File: src/rtl/calc_pkg.sv
`default_nettype none
// ============================================================================
//  Module      : calc_pkg
//  Description : Shared types and codes for the calculator sequencer:
//                FSM state enum, ALU op codes, result-holder sel codes and
//                the decimal digit accumulation helper.
//  Revision    : 1.0  initial release
// ============================================================================
package calc_pkg;

  typedef enum logic [1:0] {
    ENTER_A = 2'd0,
    ENTER_B = 2'd1,
    EXEC    = 2'd2,
    DONE    = 2'd3
  } state_t;

  typedef enum logic [1:0] {
    OP_ADD = 2'b00,
    OP_SUB = 2'b01,
    OP_AND = 2'b10,
    OP_OR  = 2'b11
  } op_t;

  // Commands to the downstream result holder
  localparam logic [2:0] SEL_HOLD  = 3'b000;
  localparam logic [2:0] SEL_LOAD  = 3'b011;
  localparam logic [2:0] SEL_CLEAR = 3'b100;

  // Full-precision value*10 + digit. Max 255*10+9 = 2559 fits in 12 bits,
  // so any set bit above bit 7 means the entry overflowed 8 bits.
  function automatic logic [11:0] acc_digit(input logic [7:0] value,
                                            input logic [3:0] dig);
    acc_digit = ({4'd0, value} * 12'd10) + {8'd0, dig};
  endfunction

endpackage : calc_pkg
`default_nettype wire

File: src/rtl/calc_alu.sv
`default_nettype none
// ============================================================================
//  Module      : calc_alu
//  Description : Combinational 8-bit ALU. add/sub are modulo 256; ovf flags
//                add carry-out or sub borrow (a < b). and/or never flag.
//  Ports       : a, b (8) operands; op (2) operation; y (8) result;
//                ovf (1) arithmetic overflow.
//  Revision    : 1.0  initial release
// ============================================================================
module calc_alu
  import calc_pkg::*;
(
  input  logic [7:0] a,
  input  logic [7:0] b,
  input  op_t        op,
  output logic [7:0] y,
  output logic       ovf
);

  logic [8:0] sum;
  assign sum = {1'b0, a} + {1'b0, b};

  always_comb begin
    y   = 8'd0;
    ovf = 1'b0;
    case (op)
      OP_ADD: begin
        y   = sum[7:0];
        ovf = sum[8];
      end
      OP_SUB: begin
        y   = a - b;
        ovf = (a < b);
      end
      OP_AND: y = a & b;
      OP_OR:  y = a | b;
      default: begin
        y   = 8'd0;
        ovf = 1'b0;
      end
    endcase
  end

endmodule : calc_alu
`default_nettype wire

File: src/rtl/calc_sequencer.sv
`default_nettype none
// ============================================================================
//  Module      : calc_sequencer
//  Description : Digit-entry calculator sequencer. Accumulates decimal
//                operands A and B, executes one ALU op on eq, and commands a
//                downstream result holder through sel. Supports chaining
//                from DONE (new op or repeated eq reuse the last result).
//  Ports       : clock, reset (async, active-high)
//                digit_valid/digit (4), op_valid/op (2), eq, clr : strobes
//                a_reg, b_reg, result (8) : operand and result registers
//                sel (3) : holder command, busy : in EXEC,
//                overflow : sticky arithmetic/entry overflow
//  Revision    : 1.0  initial release
// ============================================================================
module calc_sequencer
  import calc_pkg::*;
(
  input  logic       clock,
  input  logic       reset,
  input  logic       digit_valid,
  input  logic [3:0] digit,
  input  logic       op_valid,
  input  logic [1:0] op,
  input  logic       eq,
  input  logic       clr,
  output logic [7:0] a_reg,
  output logic [7:0] b_reg,
  output logic [7:0] result,
  output logic [2:0] sel,
  output logic       busy,
  output logic       overflow
);

  state_t     state_q;
  op_t        op_q;
  logic [7:0] a_q;
  logic [7:0] b_q;
  logic [7:0] result_q;
  logic [2:0] sel_q;
  logic       busy_q;
  logic       overflow_q;

  // Digits 10-15 behave as if no strobe was present
  logic        digit_ok;
  logic [11:0] acc_a;
  logic [11:0] acc_b;
  assign digit_ok = digit_valid && (digit <= 4'd9);
  assign acc_a    = acc_digit(a_q, digit);
  assign acc_b    = acc_digit(b_q, digit);

  // From DONE, eq loads a_reg with the previous result on the same edge that
  // enters EXEC, so the ALU must already see that result as its A operand.
  logic [7:0] alu_a;
  logic [7:0] alu_y;
  logic       alu_ovf;
  assign alu_a = (state_q == DONE) ? result_q : a_q;

  calc_alu u_alu (
    .a   (alu_a),
    .b   (b_q),
    .op  (op_q),
    .y   (alu_y),
    .ovf (alu_ovf)
  );

  always_ff @(posedge clock or posedge reset) begin
    if (reset) begin
      state_q    <= ENTER_A;
      op_q       <= OP_ADD;
      a_q        <= 8'd0;
      b_q        <= 8'd0;
      result_q   <= 8'd0;
      sel_q      <= SEL_HOLD;
      busy_q     <= 1'b0;
      overflow_q <= 1'b0;
    end else begin
      // sel and busy are single-cycle pulses unless set below
      sel_q  <= SEL_HOLD;
      busy_q <= 1'b0;
      if (clr) begin
        state_q    <= ENTER_A;
        op_q       <= OP_ADD;
        a_q        <= 8'd0;
        b_q        <= 8'd0;
        result_q   <= 8'd0;
        overflow_q <= 1'b0;
        sel_q      <= SEL_CLEAR;
      end else begin
        case (state_q)
          ENTER_A: begin
            // eq outranks op/digit but has no effect here, so it masks them
            if (!eq) begin
              if (op_valid) begin
                op_q    <= op_t'(op);
                b_q     <= 8'd0;
                state_q <= ENTER_B;
              end else if (digit_ok) begin
                a_q <= acc_a[7:0];
                if (|acc_a[11:8]) overflow_q <= 1'b1;
              end
            end
          end
          ENTER_B: begin
            if (eq) begin
              result_q <= alu_y;
              if (alu_ovf) overflow_q <= 1'b1;
              sel_q   <= SEL_LOAD;
              busy_q  <= 1'b1;
              state_q <= EXEC;
            end else if (op_valid) begin
              op_q <= op_t'(op);
            end else if (digit_ok) begin
              b_q <= acc_b[7:0];
              if (|acc_b[11:8]) overflow_q <= 1'b1;
            end
          end
          EXEC: begin
            state_q <= DONE;
          end
          DONE: begin
            if (eq) begin
              a_q      <= result_q;
              result_q <= alu_y;
              if (alu_ovf) overflow_q <= 1'b1;
              sel_q   <= SEL_LOAD;
              busy_q  <= 1'b1;
              state_q <= EXEC;
            end else if (op_valid) begin
              a_q     <= result_q;
              op_q    <= op_t'(op);
              b_q     <= 8'd0;
              state_q <= ENTER_B;
            end else if (digit_ok) begin
              a_q        <= {4'd0, digit};
              overflow_q <= 1'b0;
              state_q    <= ENTER_A;
            end
          end
          default: state_q <= ENTER_A;
        endcase
      end
    end
  end

  assign a_reg    = a_q;
  assign b_reg    = b_q;
  assign result   = result_q;
  assign sel      = sel_q;
  assign busy     = busy_q;
  assign overflow = overflow_q;

endmodule : calc_sequencer
`default_nettype wire

File: config.mk
export PLATFORM = sky130hd
export DESIGN_NAME = calc_sequencer
export DESIGN_NICKNAME = d
export VERILOG_FILES = /design/src/rtl/calc_pkg.sv /design/src/rtl/calc_alu.sv /design/src/rtl/calc_sequencer.sv
export SDC_FILE = /design/constraint.sdc
export NUM_CORES = 1
export LEC_CHECK = 0
export CORE_UTILIZATION = 41
export DETAILED_ROUTE_END_ITERATION = 16
export PLACE_DENSITY_LB_ADDON = 0.05
export SLEW_MARGIN = 20
export SYNTH_ARGS = -nofsm -noshare
export SYNTH_HDL_FRONTEND = slang
export SYNTH_HIERARCHICAL = 1
export SYNTH_SLANG_ARGS = --single-unit
File: constraint.sdc
create_clock -name clock -period 3.45 [get_ports clock]
set_input_delay 0.345 -clock clock [delete_from_list [all_inputs] [get_ports clock]]
set_output_delay 0.345 -clock clock [all_outputs]
set_load 0.03 [all_outputs]
==> impl_metrics.csv, run 1 <==
group,metric,value,unit
setup_path,crit_type,"reg2reg",
timing,tns,0,ns
detailed_routing,wl_per_cell,16.7,µm
detailed_routing,totalWireLength,10.0,mm
setup_path,crit_family,"compound AO/OA/AOI/OAI gates",
synthesis,syn_area,3660,µm²
synthesis,ys_ff_latch,31,
clock_tree,cts_tree,"yes",
die,fp-row-count,34,
layout,final_cell_mix,"ha_1, nand2_1, inv_1",
layout,final_net_count,569,
timing,clock.fmax,317,MHz
worst_hold_path,holdCritPathClass,"in2async",
synthesis,synth_cell_types,61,
clock_tree,post_cts_buffers,0,
power_and_ir_drop,leakage,0.00194,µW
power_and_ir_drop,ir_worst_vdd,0.000411,V
global_route,grt_pass1_vias,3169,
synthesis,synth-compound-area-share,21.6,%
synthesis,yosysSeqAreaShare,21.2,%
clock_tree,insertion_delay,0.28,ns
timing,period_needed,3.15,ns
die,start_util,42.1,%
synthesis,synth_xor_xnor_area_share,4.07,%
synthesis,avgSynthCellArea,8.16,µm²
power_and_ir_drop,p_per_area,554,nW/µm²
die,num_io_pins,41,
timing,worst_slew_pin_slew,0.802,ns
timing,skew,0.00773,ns
synthesis,synthSimpleGateAreaFrac,18.0,%
detailed_routing,ant_nets,0,
placed_design,placed_area,4210,µm²
synthesis,syn-num-nets,526,
setup_path,critPathMaxStageDelay,0.45,ns
detailed_routing,vias,3341,
placed_design,dp.cells,592,
placed_design,gp_congestion,0.896,
clock_tree,clock_path_buffers,2,
synthesis,async_reset_ff_share,100,%
clock_tree,cts_max_level,2,
synthesis,synthAdderAreaFrac,23.8,%
setup_path,worstPathRequired,3.65,ns
synthesis,synthCells,448,
detailed_routing,drc,0,
global_route,track_usage,22.9,%
layout,diodes,0,
global_route,grt_pass1_wl,16.3,mm
setup_path,crit_fanout,11,
timing,worst_slack,0.296,ns
die,dieArea,9300,µm²
detailed_routing,drt_iter0_markers,156,
layout,final_common_cell,"ha_1",
synthesis,synth_mux_area_share,4.45,%
placed_design,hpwlAfterDp,8.03,mm
timing,final_hold_viol_count,0,
synthesis,synth-edff-count,0,
timing,drv_slew,0,
die,die_x,96.4,µm
synthesis,synthFlopType,"dfrtp_1",
clock_tree,clock-sinks,31,
timing,setup_viol,0,
detailed_routing,first_pass_iters,5,
setup_path,path_common_cell,"a21oi_1",
job,cap_violations,0,
layout,syn_to_final_growth,18.6,%
layout,fin_area,4340,µm²
clock_tree,ctsResizeCount,0,
clock_tree,cts_made_buffers,5,
placed_design,post-place-ws,0.145,ns
layout,drive_above_1_share,9.55,%
die,chipHeight,96.4,µm
die,core_area,8680,µm²
synthesis,yosys_warnings,6,
clock_tree,root_buffer,"clkbuf_8",
global_route,gr-total-overflow,0,
clock_tree,path_clk_slew,0.07,ns
setup_path,worstPathBufferInverterCount,1,
setup_path,crit_slowest_cell,"dfrtp_2",
synthesis,synth_top_family_by_area,"adder cells",
setup_path,setup.worst_path.start_class,"flip-flop",
clock_tree,hold_buffers,0,
run_status,status,"complete, no violations",
global_route,antenna_found_initial,0,
setup_path,cp.arrival,3.35,ns
timing,maxSlewHeadroom,46.5,%
detailed_routing,vias_per_cell,5.57,
global_route,grt_max_degree,32,
setup_path,worstSetupEndpointType,"flip-flop",
timing,rsz0062_at_grt,"no",
layout,layout.cells.non_filler,600,
timing,period_share,91.4,%
placed_design,port_buffers,40,
setup_path,path_cells,"ha_4 > mux2_2 > ha_1 > inv_1 > fa_1 > or2b_1 > a21oi_1 > o21ai_1 > a21oi_1 > o21ai_0 > a21oi_1 > nor2_1 > a21oi_1 > nor2_1 > nor2_1 > nand3_1 > o2bb2ai_1",
worst register-to-register path: cells and delay by family (launching register included):
family,cells,cell delay (ns)
AOI/OAI and AO/OA,7,0.96
adders and majority gates,3,0.79
and+or+nand+nor,5,0.56
DFF,1,0.45
muxes,1,0.24
buffers and inverters,1,0.07
through the flow:
stage | util (%) | hold slack [ns] | total power, µW
after global placement | 48.5 | 0.550 | 2010
final | 50.0 | 0.449 | 2400
after CTS | 49.8 | 0.472 | 2400
after global routing | 50.0 | 0.524 | 2600
after detailed placement | 48.5 | 0.567 | 2010
after floorplan | - | 0.376 | 1560
synthesized netlist by cell type (2+ instances only):
cell type  number  area (µm²)
buf_4           3        22.5
and2_1          2        12.5
nor3_1          6        30.0
xnor2_1         9        78.8
nand2_1        46         173
dfrtp_1        31         776
fa_1            6         120
o22ai_1         6        37.5
a211oi_1        3        22.5
nand2b_1        6        37.5
a21oi_1        39         195
nand3_1        17        85.1
mux2i_1         5        50.1
or2_2           3        18.8
o21a_1          2        15.0
clkbuf_1        9        33.8
buf_2           2        10.0
and3_1          5        31.3
ha_1           60         751
xor2_1          8        70.1
a22o_1         11        96.3
o21ai_0        25         125
buf_1           2        7.51
o31ai_1         3        22.5
o21bai_1        3        22.5
or2_1           2        12.5
o211ai_1        4        30.0
nor2_1         33         124
nor4_1          4        25.0
inv_1          44         165
a21o_1          8        60.1
mux2_2          8        90.1
nor4b_1         2        17.5
or3_1           4        25.0
kinds of logic (layout without fill, tap and decap cells):
| family | Yosys count | count (layout) |
|---|---|---|
| simple gates | 137 | 137 |
| compound gates | 121 | 121 |
| fa+ha+maj | 66 | 66 |
| buf+inv | 62 | 106 |
| flops | 31 | 31 |
| xor+xnor | 17 | 17 |
| mux | 14 | 14 |
per-layer routing:
| layer | vias to the layer above | share of wire (%) | track usage (%) |
|---|---|---|---|
| met5 | - | 0 | 0 |
| met4 | 0 | 0.47 | 2.45 |
| met3 | 4 | 3.9 | 2.50 |
| met2 | 75 | 46 | 36.5 |
| met1 | 1596 | 49 | 34.3 |
| li1 | 1666 | - | - |
final timing paths:
kind                                        startpoint                endpoint  slack, ns  depth (start not counted)
worst max-delay path            state_q[1]$_DFFE_PP0P_    overflow$_DFFE_PP0P_       0.30                         17
worst min-delay path                             reset     op_q[0]$_DFFE_PP0P_       0.45                          3
worst max register to register  state_q[1]$_DFFE_PP0P_    overflow$_DFFE_PP0P_       0.30                         17
worst min register to register   result[4]$_DFFE_PP0P_   result[4]$_DFFE_PP0P_       0.58                          2
max in group asynchronous                        reset  state_q[1]$_DFFE_PP0P_       2.68                          3
min in group clock               result[4]$_DFFE_PP0P_   result[4]$_DFFE_PP0P_       0.58                          2
where the power goes:
| part | leakage (µW) | internal (µW) | switching [µW] |
|---|---|---|---|
| Combinational | 0.00146 | 640 | 874 |
| Clock | 0.0000612 | 234 | 146 |
| Sequential | 0.000419 | 420 | 91.2 |
cell type report:
type                            count  area, µm²
Multi-Input combinational cell    355       2640
Inverter                           45        169
Tap cell                          108        135
Fill cell                         879       4340
Sequential cell                    31        777
Timing Repair Buffer               53        498
Clock buffer                        6       82.6
Clock inverter                      2       35.0
Note: power is estimated with default switching activity, not from simulation.
==> run 2: changes to the inputs <==
Settings changed: CTS_CLUSTER_DIAMETER from default to 80.
==> results of run 2 <==
Final layout, timing and power as in run 1 (identical DEF).
